[src/rtl/lsu_ctrl_resp.sv]
// In-order load/store control: issues AGU commands on the data bus, tracks outstanding
// transactions and returns aligned, extended load results. Optional misalign trap: LSU_MISALIGN_CHK_EN.
module lsu_ctrl_resp #(
  parameter int XLEN       = 32,
  parameter int ADDR_SIZE  = 32,
  parameter int ITAG_WIDTH = 2,
  parameter int OUTS_DEPTH = 2
) (
  input  logic                  clk,
  input  logic                  rst,
  input  logic                  agu_cmd_valid,
  output logic                  agu_cmd_ready,
  input  logic [ADDR_SIZE-1:0]  agu_cmd_addr,
  input  logic                  agu_cmd_read,
  input  logic [XLEN-1:0]       agu_cmd_wdata,
  input  logic [XLEN/8-1:0]     agu_cmd_wmask,
  input  logic [1:0]            agu_cmd_size,
  input  logic                  agu_cmd_usign,
  input  logic [ITAG_WIDTH-1:0] agu_cmd_itag,
  output logic                  agu_rsp_valid,
  input  logic                  agu_rsp_ready,
  output logic                  dbus_cmd_valid,
  input  logic                  dbus_cmd_ready,
  output logic [ADDR_SIZE-1:0]  dbus_cmd_addr,
  output logic                  dbus_cmd_read,
  output logic [XLEN-1:0]       dbus_cmd_wdata,
  output logic [XLEN/8-1:0]     dbus_cmd_wmask,
  input  logic                  dbus_rsp_valid,
  output logic                  dbus_rsp_ready,
  input  logic [XLEN-1:0]       dbus_rsp_rdata,
  input  logic                  dbus_rsp_err,
  output logic                  lsu_o_valid,
  input  logic                  lsu_o_ready,
  output logic [XLEN-1:0]       lsu_o_wbck_wdat,
  output logic [ITAG_WIDTH-1:0] lsu_o_itag,
  output logic                  lsu_o_err,
  output logic                  lsu_o_misalgn,
  output logic [ADDR_SIZE-1:0]  lsu_o_badaddr
);

  localparam int IDX_W  = $clog2(OUTS_DEPTH);
  localparam int PTR_W  = IDX_W + 1;
  localparam int IDX_WS = (IDX_W == 0) ? 1 : IDX_W;

  logic [PTR_W-1:0]  wr_ptr_q, wr_ptr_d;
  logic [PTR_W-1:0]  rd_ptr_q, rd_ptr_d;
  logic [IDX_WS-1:0] wr_idx, rd_idx;
  logic              fifo_full, fifo_empty;

  logic              local_cmd;
  logic              push, pop;
  logic              head_local;
  logic              wb_free, rsp_hs, wb_load;

  logic [ITAG_WIDTH-1:0] ent_itag_q  [OUTS_DEPTH];
  logic                  ent_read_q  [OUTS_DEPTH];
  logic [1:0]            ent_size_q  [OUTS_DEPTH];
  logic                  ent_usign_q [OUTS_DEPTH];
  logic [1:0]            ent_off_q   [OUTS_DEPTH];

  logic [ITAG_WIDTH-1:0] head_itag;
  logic                  head_read;
  logic [1:0]            head_size;
  logic                  head_usign;
  logic [1:0]            head_off;

  logic [7:0]      ld_byte;
  logic [15:0]     ld_half;
  logic [XLEN-1:0] ld_res;

  logic                  wb_valid_q, wb_valid_d;
  logic [XLEN-1:0]       wb_wdat_q, wb_wdat_d;
  logic [ITAG_WIDTH-1:0] wb_itag_q, wb_itag_d;
  logic                  wb_err_q, wb_err_d;
  logic                  wb_misalgn_q, wb_misalgn_d;
  logic [ADDR_SIZE-1:0]  wb_badaddr_q, wb_badaddr_d;

  logic unused_inputs;
  assign unused_inputs = agu_rsp_ready;

  // Depth 1 has no index bits: the single pointer bit alone tells full from empty.
  generate
    if (IDX_W == 0) begin : g_ptr_d1
      assign wr_idx    = '0;
      assign rd_idx    = '0;
      assign fifo_full = (wr_ptr_q[0] != rd_ptr_q[0]);
    end else begin : g_ptr_dn
      assign wr_idx    = wr_ptr_q[IDX_W-1:0];
      assign rd_idx    = rd_ptr_q[IDX_W-1:0];
      assign fifo_full = (wr_ptr_q[PTR_W-1] != rd_ptr_q[PTR_W-1]) && (wr_idx == rd_idx);
    end
  endgenerate

  assign fifo_empty = (wr_ptr_q == rd_ptr_q);

`ifdef LSU_MISALIGN_CHK_EN
  logic                 ent_local_q [OUTS_DEPTH];
  logic [ADDR_SIZE-1:0] ent_addr_q  [OUTS_DEPTH];
  logic [ADDR_SIZE-1:0] head_addr;

  always_comb begin
    local_cmd = 1'b0;
    case (agu_cmd_size)
      2'b01:   local_cmd = agu_cmd_addr[0];
      2'b10:   local_cmd = (agu_cmd_addr[1:0] != 2'b00);
      default: local_cmd = 1'b0;
    endcase
  end

  always_ff @(posedge clk) begin
    if (push) begin
      ent_local_q[wr_idx] <= local_cmd;
      ent_addr_q[wr_idx]  <= agu_cmd_addr;
    end
  end

  assign head_local = ~fifo_empty & ent_local_q[rd_idx];
  assign head_addr  = ent_addr_q[rd_idx];
`else
  assign local_cmd  = 1'b0;
  assign head_local = 1'b0;
`endif

  // Command path is purely combinational; a full FIFO blocks even if a pop is under way.
  assign dbus_cmd_valid = agu_cmd_valid & ~fifo_full & ~local_cmd;
  assign agu_cmd_ready  = ~fifo_full & (dbus_cmd_ready | local_cmd);
  assign dbus_cmd_addr  = {agu_cmd_addr[ADDR_SIZE-1:2], 2'b00};
  assign dbus_cmd_read  = agu_cmd_read;
  assign dbus_cmd_wdata = agu_cmd_wdata;
  assign dbus_cmd_wmask = agu_cmd_wmask;
  assign push           = agu_cmd_valid & agu_cmd_ready;

  always_ff @(posedge clk) begin
    if (push) begin
      ent_itag_q[wr_idx]  <= agu_cmd_itag;
      ent_read_q[wr_idx]  <= agu_cmd_read;
      ent_size_q[wr_idx]  <= agu_cmd_size;
      ent_usign_q[wr_idx] <= agu_cmd_usign;
      ent_off_q[wr_idx]   <= agu_cmd_addr[1:0];
    end
  end

  assign head_itag  = ent_itag_q[rd_idx];
  assign head_read  = ent_read_q[rd_idx];
  assign head_size  = ent_size_q[rd_idx];
  assign head_usign = ent_usign_q[rd_idx];
  assign head_off   = ent_off_q[rd_idx];

  // Responses with an empty FIFO are still accepted so a stale beat cannot wedge the bus.
  assign wb_free        = ~wb_valid_q | lsu_o_ready;
  assign dbus_rsp_ready = wb_free & ~head_local;
  assign rsp_hs         = dbus_rsp_valid & dbus_rsp_ready;
  assign agu_rsp_valid  = rsp_hs & ~fifo_empty;
  assign wb_load        = agu_rsp_valid | (head_local & wb_free);
  assign pop            = wb_load;

  assign wr_ptr_d = wr_ptr_q + PTR_W'(push);
  assign rd_ptr_d = rd_ptr_q + PTR_W'(pop);

  always_ff @(posedge clk) begin
    if (rst) begin
      wr_ptr_q <= '0;
      rd_ptr_q <= '0;
    end else begin
      wr_ptr_q <= wr_ptr_d;
      rd_ptr_q <= rd_ptr_d;
    end
  end

  assign ld_byte = 8'(dbus_rsp_rdata >> {head_off, 3'b000});
  assign ld_half = 16'(dbus_rsp_rdata >> {head_off[1], 4'b0000});

  always_comb begin
    ld_res = '0;
    case (head_size)
      2'b00:   ld_res = {{(XLEN-8){~head_usign & ld_byte[7]}}, ld_byte};
      2'b01:   ld_res = {{(XLEN-16){~head_usign & ld_half[15]}}, ld_half};
      default: ld_res = dbus_rsp_rdata;
    endcase
    if (!head_read) begin
      ld_res = '0;
    end
  end

  always_comb begin
    wb_valid_d   = wb_valid_q;
    wb_wdat_d    = wb_wdat_q;
    wb_itag_d    = wb_itag_q;
    wb_err_d     = wb_err_q;
    wb_misalgn_d = wb_misalgn_q;
    wb_badaddr_d = wb_badaddr_q;
    if (lsu_o_ready) begin
      wb_valid_d = 1'b0;
    end
    if (wb_load) begin
      wb_valid_d   = 1'b1;
      wb_itag_d    = head_itag;
      wb_wdat_d    = ld_res;
      wb_err_d     = dbus_rsp_err;
      wb_misalgn_d = 1'b0;
      wb_badaddr_d = '0;
`ifdef LSU_MISALIGN_CHK_EN
      if (head_local) begin
        wb_wdat_d    = '0;
        wb_err_d     = 1'b1;
        wb_misalgn_d = 1'b1;
        wb_badaddr_d = head_addr;
      end
`endif
    end
  end

  always_ff @(posedge clk) begin
    if (rst) begin
      wb_valid_q   <= 1'b0;
      wb_wdat_q    <= '0;
      wb_itag_q    <= '0;
      wb_err_q     <= 1'b0;
      wb_misalgn_q <= 1'b0;
      wb_badaddr_q <= '0;
    end else begin
      wb_valid_q   <= wb_valid_d;
      wb_wdat_q    <= wb_wdat_d;
      wb_itag_q    <= wb_itag_d;
      wb_err_q     <= wb_err_d;
      wb_misalgn_q <= wb_misalgn_d;
      wb_badaddr_q <= wb_badaddr_d;
    end
  end

  assign lsu_o_valid     = wb_valid_q;
  assign lsu_o_wbck_wdat = wb_wdat_q;
  assign lsu_o_itag      = wb_itag_q;
  assign lsu_o_err       = wb_err_q;
  assign lsu_o_misalgn   = wb_misalgn_q;
  assign lsu_o_badaddr   = wb_badaddr_q;

endmodule

[config.mk]
export PLATFORM = sky130hd
export DESIGN_NAME = lsu_ctrl_resp
export DESIGN_NICKNAME = d
export VERILOG_FILES = /design/src/rtl/lsu_ctrl_resp.sv
export SDC_FILE = /design/constraint.sdc
export NUM_CORES = 1
export LEC_CHECK = 0
export ABC_AREA = 1
export CORE_MARGIN = 10
export CORE_UTILIZATION = 38
export DETAILED_ROUTE_END_ITERATION = 12
export HOLD_SLACK_MARGIN = 0.1
export PLACE_DENSITY = 0.87
export SLEW_MARGIN = 20
export SYNTH_ARGS = -nofsm -noshare
export SYNTH_HDL_FRONTEND = slang
export SYNTH_SLANG_ARGS = --single-unit
[constraint.sdc]
create_clock -name clk -period 3.05 [get_ports clk]
set_input_delay 0.61 -clock clk [delete_from_list [all_inputs] [get_ports clk]]
set_output_delay 0.61 -clock clk [all_outputs]
set_load 0.05 [all_outputs]
==> flow_metrics.env, run 1 <==
export IMPL_outcome="complete, no violations"
export IMPL_pin_count_of_the_biggest_net_entering_global_routing=53
export IMPL_power_clock_fraction=0.228
export IMPL_cts_tree="yes"
export IMPL_synth_top_family_by_area="buffers and inverters"
export IMPL_netSwitchingFraction=0.399
export IMPL_grt_pass1_vias=2944
export IMPL_relSlewSlack=0.477
export IMPL_num_vias=2898
export IMPL_yosys_area_share_xor_xnor=0.00981
export IMPL_arrival_time_worst_endpoint_ns=2.05
export IMPL_layout_worst_path_cycle_share=0.873
export IMPL_utilization=0.437
export IMPL_post_route_min_period_ns=2.66
export IMPL_route_detailed_vias_per_inst=4.85
export IMPL_max_freq_mhz=375
export IMPL_die_width_um=117
export IMPL_ant_nets=0
export IMPL_post_layout_nonfiller_instances=598
export IMPL_synth_compound_area_frac=0.0935
export IMPL_numClockSinks=56
export IMPL_grt_use_total=0.147
export IMPL_dr_first_iter_drc_count=214
export IMPL_synth_ff_type="sky130_fd_sc_hd__dfxtp_1"
export IMPL_grt_pass1_wl_um=15700
export IMPL_layout_drive_gt1_share=0.0761
export IMPL_total_net_switching_power_w=0.000923
export IMPL_share_comb_of_total_power=0.402
export IMPL_cellPowerDensity_nw_per_um2=576
export IMPL_critical_path_max_fanout=2
export IMPL_drv_slew=0
export IMPL_power_static_leakage_nw=1.64
export IMPL_finalInstanceArea_um2=4020
export IMPL_syn_to_final_growth_pct=12.5
export IMPL_finalNetCount=602
export IMPL_post_cts_setup_buffers=0
export IMPL_synth_yosys_seq_area_share=0.359
export IMPL_initial_core_util=0.388
export IMPL_hpwl_um=8570
export IMPL_dpl_instance_area_um2=3890
export IMPL_worst_pin_slew_ns=0.782
export IMPL_post_synth_inst_count=474
export IMPL_end_kind="output pin"
export IMPL_fp_coreArea_um2=9200
export IMPL_post_synth_fa_ha_maj_area_fraction=0.0105
export IMPL_post_cts_resize_count=0
export IMPL_yosys_area_share_simple=0.255
export IMPL_dpl_cell_count=589
export IMPL_clkSlewWorstSetupHoldPaths_ns=0.10
export IMPL_number_of_warnings_issued_by_yosys=0
export IMPL_cts_buffers_inserted=5
export IMPL_clock_skew_final_ns=0.00859
export IMPL_clock_tree_buffer_depth=2
export IMPL_hold_viol=0
export IMPL_insertion_delay_ns=0.31
export IMPL_path_category_of_the_worst_min_delay_check="flop to flop"
export IMPL_synth_avg_cell_area_um2=7.54
export IMPL_timing_setup_critical_path_class="primary input to output pin"
export IMPL_synth_cell_type_count=28
export IMPL_drt_wirelength_per_cell_um=18.0
export IMPL_power_sequential_fraction=0.369
export IMPL_cts_root_buffer="sky130_fd_sc_hd__clkbuf_8"
export IMPL_floorplan_rows=35
export IMPL_synth_area_leader_cell="sky130_fd_sc_hd__dfxtp_1"
export IMPL_antenna_found_initial=1
export IMPL_setup_viol=0
export IMPL_post_synth_top_count_cell="sky130_fd_sc_hd__nand2_1"
export IMPL_cellInternalPower_w=0.00139
export IMPL_yosys_mux_area_fraction=0.00280
export IMPL_worst_setup_path_start_kind="primary input"
export IMPL_drv_cap=0
export IMPL_die_y_um=117
export IMPL_synth_area_leaders="sky130_fd_sc_hd__dfxtp_1 (22%), sky130_fd_sc_hd__buf_4 (21%), sky130_fd_sc_hd__edfxtp_1 (13%)"
export IMPL_finalWeightedCongestion=0.861
export IMPL_vdd_drop_max_uv=330
export IMPL_synthDominantCellAreaShare=0.224
export IMPL_syn_cell_area_um2=3570
export IMPL_rsz0062_at_grt="no"
export IMPL_clock_tree_htree_level_count=2
export IMPL_route_final_wire_length_um=10800
export IMPL_postSynth_asyncResetShare=0
export IMPL_buffer_ports_inserted=87
export IMPL_synth_edf_count=16
export IMPL_ys_top_cells_by_count="sky130_fd_sc_hd__nand2_1 (116), sky130_fd_sc_hd__buf_4 (102), sky130_fd_sc_hd__nor2_1 (50), sky130_fd_sc_hd__dfxtp_1 (40), sky130_fd_sc_hd__a21oi_1 (35)"
export IMPL_drt_pass1_iter_count=4
export IMPL_worstPathRequired_ns=2.44
export IMPL_global_route_overflow_total=0
export IMPL_floorplan_io_pins=256
export IMPL_drc=0
export IMPL_cts_hold_fix_buffers=0
export IMPL_ys_seq_elements=56
export IMPL_design_die_area_um2=13700
export IMPL_setup_total_negative_slack_ns=0
## critical path, stage by stage
cell and delay [ns]:
sky130_fd_sc_hd__clkdlybuf4s50_1 0.46, sky130_fd_sc_hd__inv_1 0.05, sky130_fd_sc_hd__a21oi_1 0.11, sky130_fd_sc_hd__clkdlybuf4s50_1 0.82
## state kept, by name, indices dropped and copies added, names as in the netlist
| name | flops |
|---|---|
| lsu_o_wbck_wdat | 32 |
| ent_itag_q | 4 |
| ent_off_q | 4 |
| ent_size_q | 4 |
| ent_read_q | 2 |
| ent_usign_q | 2 |
| lsu_o_itag | 2 |
| rd_ptr_q | 2 |
| wr_ptr_q | 2 |
| lsu_o_err | 1 |
| lsu_o_valid | 1 |
## logic make-up (layout without fill, tap and decap cells)
kind of cell,after synthesis,in the layout
AO/OA/AOI/OAI,60,60
AND/OR/NAND/NOR,203,203
flip-flops,56,56
other,1,36
multiplexers,1,1
XOR/XNOR,4,4
adder cells (fa/ha/maj),3,3
buffers and inverters,146,124
## per-layer routing
layer / up-vias / global-route usage / part of all wire
met2: 133 / 0.264 / 0.53
met1: 1303 / 0.134 / 0.31
met3: 65 / 0.0520 / 0.098
li1: 1397 / - / -
met4: 0 / 0.107 / 0.064
met5: - / 0 / 0
## cells in the final DEF (no fill, tap or decap), types with 2 or more instances in the layout
master / count
sky130_fd_sc_hd__a31oi_1: 2
sky130_fd_sc_hd__buf_4: 3
sky130_fd_sc_hd__o21bai_1: 2
sky130_fd_sc_hd__edfxtp_1: 16
sky130_fd_sc_hd__nand2_2: 6
sky130_fd_sc_hd__clkbuf_8: 7
sky130_fd_sc_hd__o21ai_0: 13
sky130_fd_sc_hd__or2_2: 7
sky130_fd_sc_hd__nand2_1: 116
sky130_fd_sc_hd__nor2_8: 2
sky130_fd_sc_hd__o2111ai_1: 7
sky130_fd_sc_hd__dfxtp_1: 40
sky130_fd_sc_hd__inv_1: 22
sky130_fd_sc_hd__nand3_1: 8
sky130_fd_sc_hd__xnor2_1: 4
sky130_fd_sc_hd__nand3_4: 2
sky130_fd_sc_hd__a21oi_1: 35
sky130_fd_sc_hd__conb_1: 35
sky130_fd_sc_hd__nand2_4: 3
sky130_fd_sc_hd__inv_2: 4
sky130_fd_sc_hd__nand4_1: 9
sky130_fd_sc_hd__ha_1: 3
sky130_fd_sc_hd__buf_12: 2
sky130_fd_sc_hd__clkdlybuf4s50_1: 85
sky130_fd_sc_hd__nor2_1: 50
## layout make-up
class | count | area (um^2)
clock buffer | 7 | 96.3
tap | 111 | 139
antenna | 1 | 2.50
clock inverter | 1 | 30.0
multi-input combinational | 306 | 1460
timing repair buffer | 90 | 913
sequential | 56 | 1280
inverter | 26 | 97.6
fill | 920 | 5180
## metrics by stage
stage          setup WS (ns)  power [W]  hold WS (ns)
2_1_floorplan          0.780    0.00181         0.504
3_3_place_gp           0.392    0.00177         0.454
5_1_grt                0.306    0.00243         0.493
6_report               0.387    0.00231         0.467
3_5_place_dp           0.395    0.00180         0.456
4_1_cts                0.381    0.00232         0.471
## worst paths after layout
| path | endpoint | depth (start not counted) | start | slack [ns] |
|---|---|---|---|---|
| worst max-delay path | agu_cmd_ready | 4 | dbus_cmd_ready | 0.39 |
| worst min-delay path | lsu_o_wbck_wdat[29] | 2 | lsu_o_wbck_wdat[29] | 0.47 |
| worst max register to register | lsu_o_wbck_wdat[25] | 12 | rd_ptr_q[0] | 0.72 |
| worst min register to register | lsu_o_wbck_wdat[29] | 2 | lsu_o_wbck_wdat[29] | 0.47 |
## power by group through the flow
stage	clock, W	combinational (W)	sequential (W)
global route	0.000566	0.00101	0.000861
global placement	0	0.000906	0.000868
detailed placement	0	0.000925	0.000871
CTS	0.000539	0.000929	0.000855
floorplan	0	0.000806	0.00100
finish	0.000528	0.000931	0.000854
(Power assumes the default switching activity.)
==> inputs of run 2 (changes only) <==
--- a/config.mk
+++ b/config.mk
@@ -6,6 +6,7 @@
 export NUM_CORES = 1
 export LEC_CHECK = 0
 export ABC_AREA = 1
+export CORE_ASPECT_RATIO = 0.6
 export CORE_MARGIN = 10
 export CORE_UTILIZATION = 38
 export DETAILED_ROUTE_END_ITERATION = 12
==> constraint.sdc (replaced) <==
create_clock -name clk -period 3.2 [get_ports clk]
set_input_delay 0.64 -clock clk [delete_from_list [all_inputs] [get_ports clk]]
set_output_delay 0.64 -clock clk [all_outputs]
set_load 0.05 [all_outputs]
==> run 2 against run 1 <==
  * Cell count increased by 3.0%
  * Global-route usage down 1.3 points
  * Non-clock buffer count is the same
  * Utilization is 0.51 points higher
  * Combinational power fell by 3.9%
  * Clock power up 4.0%
  * Sequential cell count stayed put
  * First-iteration DRC count down 29%
  * Count of clock-buffer cells in the layout is 2 lower
  * Critical path type unchanged
  * Highest routed layer unchanged
==> flow_metrics.env, run 2 (same netlist as run 1, synthesis figures left out) <==
export IMPL_clock_tree_buffer_depth=2
export IMPL_drt_pass1_iter_count=5
export IMPL_post_route_min_period_ns=2.66
export IMPL_clock_skew_final_ns=0.00526
export IMPL_pin_count_of_the_biggest_net_entering_global_routing=53
export IMPL_numClockSinks=56
export IMPL_cellPowerDensity_nw_per_um2=557
export IMPL_max_reg_flops=32
export IMPL_layout_commonest_cell="sky130_fd_sc_hd__nand2_1"
export IMPL_post_cts_resize_count=0
export IMPL_floorplan_rows=27
export IMPL_floorplan_io_pins=256
export IMPL_end_kind="output pin"
export IMPL_rsz0062_at_grt="no"
export IMPL_die_y_um=95.1
export IMPL_number_of_diodes_added_for_antenna_fixing=0
export IMPL_route_final_wire_length_um=9970
export IMPL_buffer_ports_inserted=87
export IMPL_antenna_found_initial=0
export IMPL_route_detailed_vias_per_inst=4.70
export IMPL_die_width_um=145
export IMPL_grt_use_total=0.134
export IMPL_cts_root_buffer="sky130_fd_sc_hd__clkbuf_16"
export IMPL_post_cts_setup_buffers=0
export IMPL_dpl_instance_area_um2=3900
export IMPL_utilization=0.442
export IMPL_clkSlewWorstSetupHoldPaths_ns=0.07
export IMPL_worst_pin_slew_ns=0.731
export IMPL_cts_hold_fix_buffers=0
export IMPL_fp_coreArea_um2=9160
export IMPL_clock_tree_htree_level_count=2
export IMPL_timing_setup_critical_path_class="primary input to output pin"
export IMPL_max_freq_mhz=376
export IMPL_hold_viol=0
export IMPL_cts_tree="yes"
export IMPL_whs_ns=0.466
export IMPL_setup_total_negative_slack_ns=0
export IMPL_power_static_leakage_nw=1.64
export IMPL_multi_input_gate_area_um2=1460
export IMPL_drv_cap=0
export IMPL_arrival_time_worst_endpoint_ns=2.02
export IMPL_finalNetCount=602
export IMPL_worstPathRequired_ns=2.56
export IMPL_global_route_overflow_total=0
export IMPL_dr_first_iter_drc_count=152
export IMPL_design_die_area_um2=13800
export IMPL_finalInstanceArea_um2=4050
export IMPL_syn_to_final_growth_pct=13.3
export IMPL_finalWeightedCongestion=0.835
export IMPL_num_vias=2896
export IMPL_layout_area_seq_um2=1280
export IMPL_initial_core_util=0.390
export IMPL_layout_worst_path_cycle_share=0.831
export IMPL_hpwl_um=7930
export IMPL_drt_wirelength_per_cell_um=16.2
export IMPL_layout_drive_gt1_share=0.0782
export IMPL_final_cell_mix="sky130_fd_sc_hd__nand2_1 (116), sky130_fd_sc_hd__clkdlybuf4s50_1 (84), sky130_fd_sc_hd__nor2_1 (50), sky130_fd_sc_hd__dfxtp_1 (40)"
export IMPL_vdd_drop_max_uv=350
export IMPL_ant_nets=0
export IMPL_grt_pass1_vias=2912
export IMPL_drv_slew=0
export IMPL_outcome="complete, no violations"
export IMPL_drc=0
export IMPL_fillerInstances=887
export IMPL_grt_pass1_wl_um=15000
export IMPL_path_category_of_the_worst_min_delay_check="flop to flop"
export IMPL_cts_buffers_inserted=5
export IMPL_critical_path_max_fanout=2
export IMPL_relSlewSlack=0.512
export IMPL_insertion_delay_ns=0.29
export IMPL_setup_viol=0
export IMPL_worst_setup_path_start_kind="primary input"
[run 2: routing by layer]
layer,vias up,wire length (um),track usage
met3,30,1180,0.0709
met4,0,187,0.0410
met5,-,0,0
met2,129,4650,0.225
li1,1394,-,-
met1,1343,3960,0.146
[run 2: where the power goes]
group          internal (W)  switching, W  leakage [nW]  total [W]
combinational      0.000266      0.000629          1.10   0.000895
sequential         0.000782     0.0000259         0.471   0.000808
clock              0.000292      0.000257        0.0660   0.000549
[run 2: stage by stage]
step                      worst slack (ns)  instances  total power, W
final                                0.542        616         0.00225
after global placement               0.547        608         0.00169
after global routing                 0.480        616         0.00237
after detailed placement             0.536        608         0.00171
after floorplan                      0.872        508         0.00172
after CTS                            0.529        616         0.00226
[run 2: cell type report]
type / instances / share of cell area
multi-input combinational: 306 / 0.360
sequential: 56 / 0.317
timing repair buffer: 90 / 0.222
tap: 130 / 0.0402
clock buffer: 5 / 0.0309
inverter: 26 / 0.0241
clock inverter: 3 / 0.00588
[run 2: final timing paths]
check | startpoint | endpoint | slack [ns] | cells past startpoint
max | agu_cmd_valid | dbus_cmd_valid | 0.54 | 4
min | lsu_o_wbck_wdat[21] | lsu_o_wbck_wdat[21] | 0.47 | 2
max reg2reg | rd_ptr_q[0] | lsu_o_wbck_wdat[28] | 0.92 | 12
min reg2reg | lsu_o_wbck_wdat[21] | lsu_o_wbck_wdat[21] | 0.47 | 2
[run 2: worst max-delay path: stages]
cell	delay [ns]
sky130_fd_sc_hd__clkdlybuf4s50_1	0.46
sky130_fd_sc_hd__nand2_1	0.07
sky130_fd_sc_hd__inv_1	0.05
sky130_fd_sc_hd__clkdlybuf4s50_1	0.80
==> inputs of run 3 (changes only) <==
--- a/config.mk
+++ b/config.mk
@@ -8,10 +8,10 @@
 export ABC_AREA = 1
 export CORE_ASPECT_RATIO = 0.6
 export CORE_MARGIN = 10
-export CORE_UTILIZATION = 38
+export CORE_UTILIZATION = 32
 export DETAILED_ROUTE_END_ITERATION = 12
 export HOLD_SLACK_MARGIN = 0.1
-export PLACE_DENSITY = 0.87
+export PLACE_DENSITY = 0.78
 export SLEW_MARGIN = 20
 export SYNTH_ARGS = -nofsm -noshare
 export SYNTH_HDL_FRONTEND = slang
==> constraint.sdc (replaced) <==
create_clock -name clk -period 2.3 [get_ports clk]
set_input_delay 0.46 -clock clk [delete_from_list [all_inputs] [get_ports clk]]
set_output_delay 0.46 -clock clk [all_outputs]
set_load 0.05 [all_outputs]
==> run 3 against run 2 <==
  * Global-route usage fell by 0.43 points
  * Highest routed layer unchanged
  * Die area rose by 15%
  * Critical endpoint is now agu_rsp_valid
  * Sequential cell count did not move
==> flow_metrics.env, run 3 (same netlist as run 1, synthesis figures left out) <==
export IMPL_outcome="complete, no violations"
export IMPL_drc=0
export IMPL_pin_count_of_the_biggest_net_entering_global_routing=36
export IMPL_final_cell_mix="sky130_fd_sc_hd__nand2_1 (115), sky130_fd_sc_hd__clkdlybuf4s50_1 (82), sky130_fd_sc_hd__nor2_1 (50), sky130_fd_sc_hd__dfxtp_1 (40)"
export IMPL_initial_core_util=0.333
export IMPL_drt_wirelength_per_cell_um=16.8
export IMPL_route_detailed_vias_per_inst=4.66
export IMPL_max_reg_flops=32
export IMPL_clkSlewWorstSetupHoldPaths_ns=0.08
export IMPL_floorplan_rows=29
export IMPL_cellPowerDensity_nw_per_um2=776
export IMPL_post_route_min_period_ns=2.08
export IMPL_syn_to_final_growth_pct=16.6
export IMPL_num_vias=2948
export IMPL_whs_path_depth=2
export IMPL_antenna_found_initial=0
export IMPL_finalWeightedCongestion=0.888
export IMPL_hold_viol=0
export IMPL_buffer_ports_inserted=87
export IMPL_cts_root_buffer="sky130_fd_sc_hd__clkbuf_16"
export IMPL_layout_setup_ws_ns=0.221
export IMPL_setup_total_negative_slack_ns=0
export IMPL_drt_pass1_iter_count=4
export IMPL_cts_buffers_inserted=5
export IMPL_layout_drive_gt1_share=0.0992
export IMPL_crit_path_max_delay_cell_type="sky130_fd_sc_hd__clkdlybuf4s50_1"
export IMPL_timing_setup_critical_path_class="primary input to output pin"
export IMPL_critPathMaxStageDelay_ns=0.46
export IMPL_fp_coreArea_um2=10700
export IMPL_number_of_diodes_added_for_antenna_fixing=0
export IMPL_cell_occurring_most_often_along_the_worst_timing_path="sky130_fd_sc_hd__inv_1"
export IMPL_end_kind="output pin"
export IMPL_max_freq_mhz=481
export IMPL_grt_pass1_vias=2914
export IMPL_setup_viol=0
export IMPL_drv_slew=0
export IMPL_clock_tree_htree_level_count=2
export IMPL_dr_first_iter_drc_count=218
export IMPL_worstPathRequired_ns=1.84
export IMPL_hpwl_um=8520
export IMPL_worst_setup_path_start_kind="primary input"
export IMPL_critical_path_reg2reg_startpoint="rd_ptr_q[0]"
export IMPL_relSlewSlack=0.617
export IMPL_ant_nets=0
export IMPL_worst_hold_startpoint="lsu_o_wbck_wdat[17]"
export IMPL_cts_tree="yes"
export IMPL_die_width_um=156
export IMPL_clock_tree_buffer_depth=2
export IMPL_route_final_wire_length_um=10600
export IMPL_post_cts_setup_buffers=0
export IMPL_p_total_w=0.00323
export IMPL_worst_pin_slew_ns=0.573
export IMPL_grt_pass1_wl_um=16000
export IMPL_drv_cap=0
export IMPL_power_static_leakage_nw=1.70
export IMPL_crit_path_start="lsu_o_ready"
export IMPL_reg2regPathDepth=9
export IMPL_insertion_delay_ns=0.31
export IMPL_design_die_area_um2=15900
export IMPL_path_category_of_the_worst_min_delay_check="flop to flop"
export IMPL_critical_path_cell_count=6
export IMPL_arrival_time_worst_endpoint_ns=1.62
export IMPL_clock_skew_final_ns=0.0106
export IMPL_worstPathBufferInverterCount=4
export IMPL_post_place_ws_ns=0.166
export IMPL_critPathTopFamily="buffers and inverters"
export IMPL_die_y_um=102
export IMPL_rsz0062_at_grt="no"
export IMPL_layout_worst_path_cycle_share=0.904
export IMPL_reg2reg_setup_slack_ns=0.25
export IMPL_timing_critical_path_cells="clkdlybuf4s50_1 -> inv_1 -> nand2_1 -> nand3_4 -> inv_1 -> buf_12"
export IMPL_layout_commonest_cell="sky130_fd_sc_hd__nand2_1"
export IMPL_finalNetCount=610
export IMPL_global_route_overflow_total=0
export IMPL_floorplan_io_pins=256
export IMPL_numClockSinks=56
export IMPL_grt_use_total=0.130
export IMPL_critical_path_max_fanout=7
export IMPL_vdd_drop_max_uv=335
==> run 3: changes by cell type in the layout (fill, tap and decap cells not counted), sizes merged <==
cell,previous run,this run
clkdlybuf4s50,84,82
buf,6,16
==> run 3: timing repair <==
action                                  CTS  global route
endpoints found under the setup margin    0             1
resized for setup                         0             1
hold buffers                              0             0
==> run 3: where the power goes <==
| group | switching (W) | leakage, nW | internal, W | total (W) |
|---|---|---|---|---|
| Combinational | 0.000890 | 1.16 | 0.000411 | 0.00130 |
| Sequential | 0.0000404 | 0.471 | 0.00109 | 0.00113 |
| Clock | 0.000396 | 0.0660 | 0.000407 | 0.000803 |
==> run 3: final cells by class <==
type | count | area, um^2
Multi-Input combinational cell | 306 | 1460
Inverter | 26 | 97.6
Timing Repair Buffer | 98 | 1000
Sequential cell | 56 | 1280
Fill cell | 1092 | 6580
Clock buffer | 5 | 125
Tap cell | 139 | 174
Clock inverter | 3 | 23.8
==> run 3: path summary, 6_finish.rpt <==
| kind | endpoint |
|---|---|
| worst min register to register | lsu_o_wbck_wdat[17] |
| worst min-delay path | lsu_o_wbck_wdat[17] |
| worst max register to register | lsu_o_wbck_wdat[2] |
| worst max-delay path | agu_rsp_valid |
==> run 3: per-layer routing <==
metal | up-vias | part of all wire | track usage | wire length, um
met3 | 17 | 0.14 | 0.0789 | 1460
met5 | - | 0 | 0 | 0
met1 | 1354 | 0.44 | 0.161 | 4670
li1 | 1414 | - | - | -
met4 | 0 | 0.017 | 0.0433 | 182
met2 | 163 | 0.41 | 0.181 | 4310
==> run 3: worst register-to-register path, cell delays in order (launching register included) <==
cell,delay [ns]
sky130_fd_sc_hd__dfxtp_1,0.36
sky130_fd_sc_hd__buf_4,0.19
sky130_fd_sc_hd__inv_2,0.14
sky130_fd_sc_hd__nand2_1,0.11
sky130_fd_sc_hd__nand2_4,0.16
sky130_fd_sc_hd__buf_4,0.26
sky130_fd_sc_hd__buf_4,0.30
sky130_fd_sc_hd__nand4_1,0.13
sky130_fd_sc_hd__o2111ai_1,0.17
sky130_fd_sc_hd__a21oi_1,0.11
==> run 3: metrics by stage <==
step                      cell area (um^2)  hold WS, ns  utilization  std cells
after floorplan                       3700        0.504            -        508
after global placement                4010        0.454        0.374        625
after detailed placement              4010        0.457        0.374        625
after CTS                             4160        0.469        0.388        633
after global routing                  4170        0.487        0.388        633
final                                 4170        0.466        0.388        633
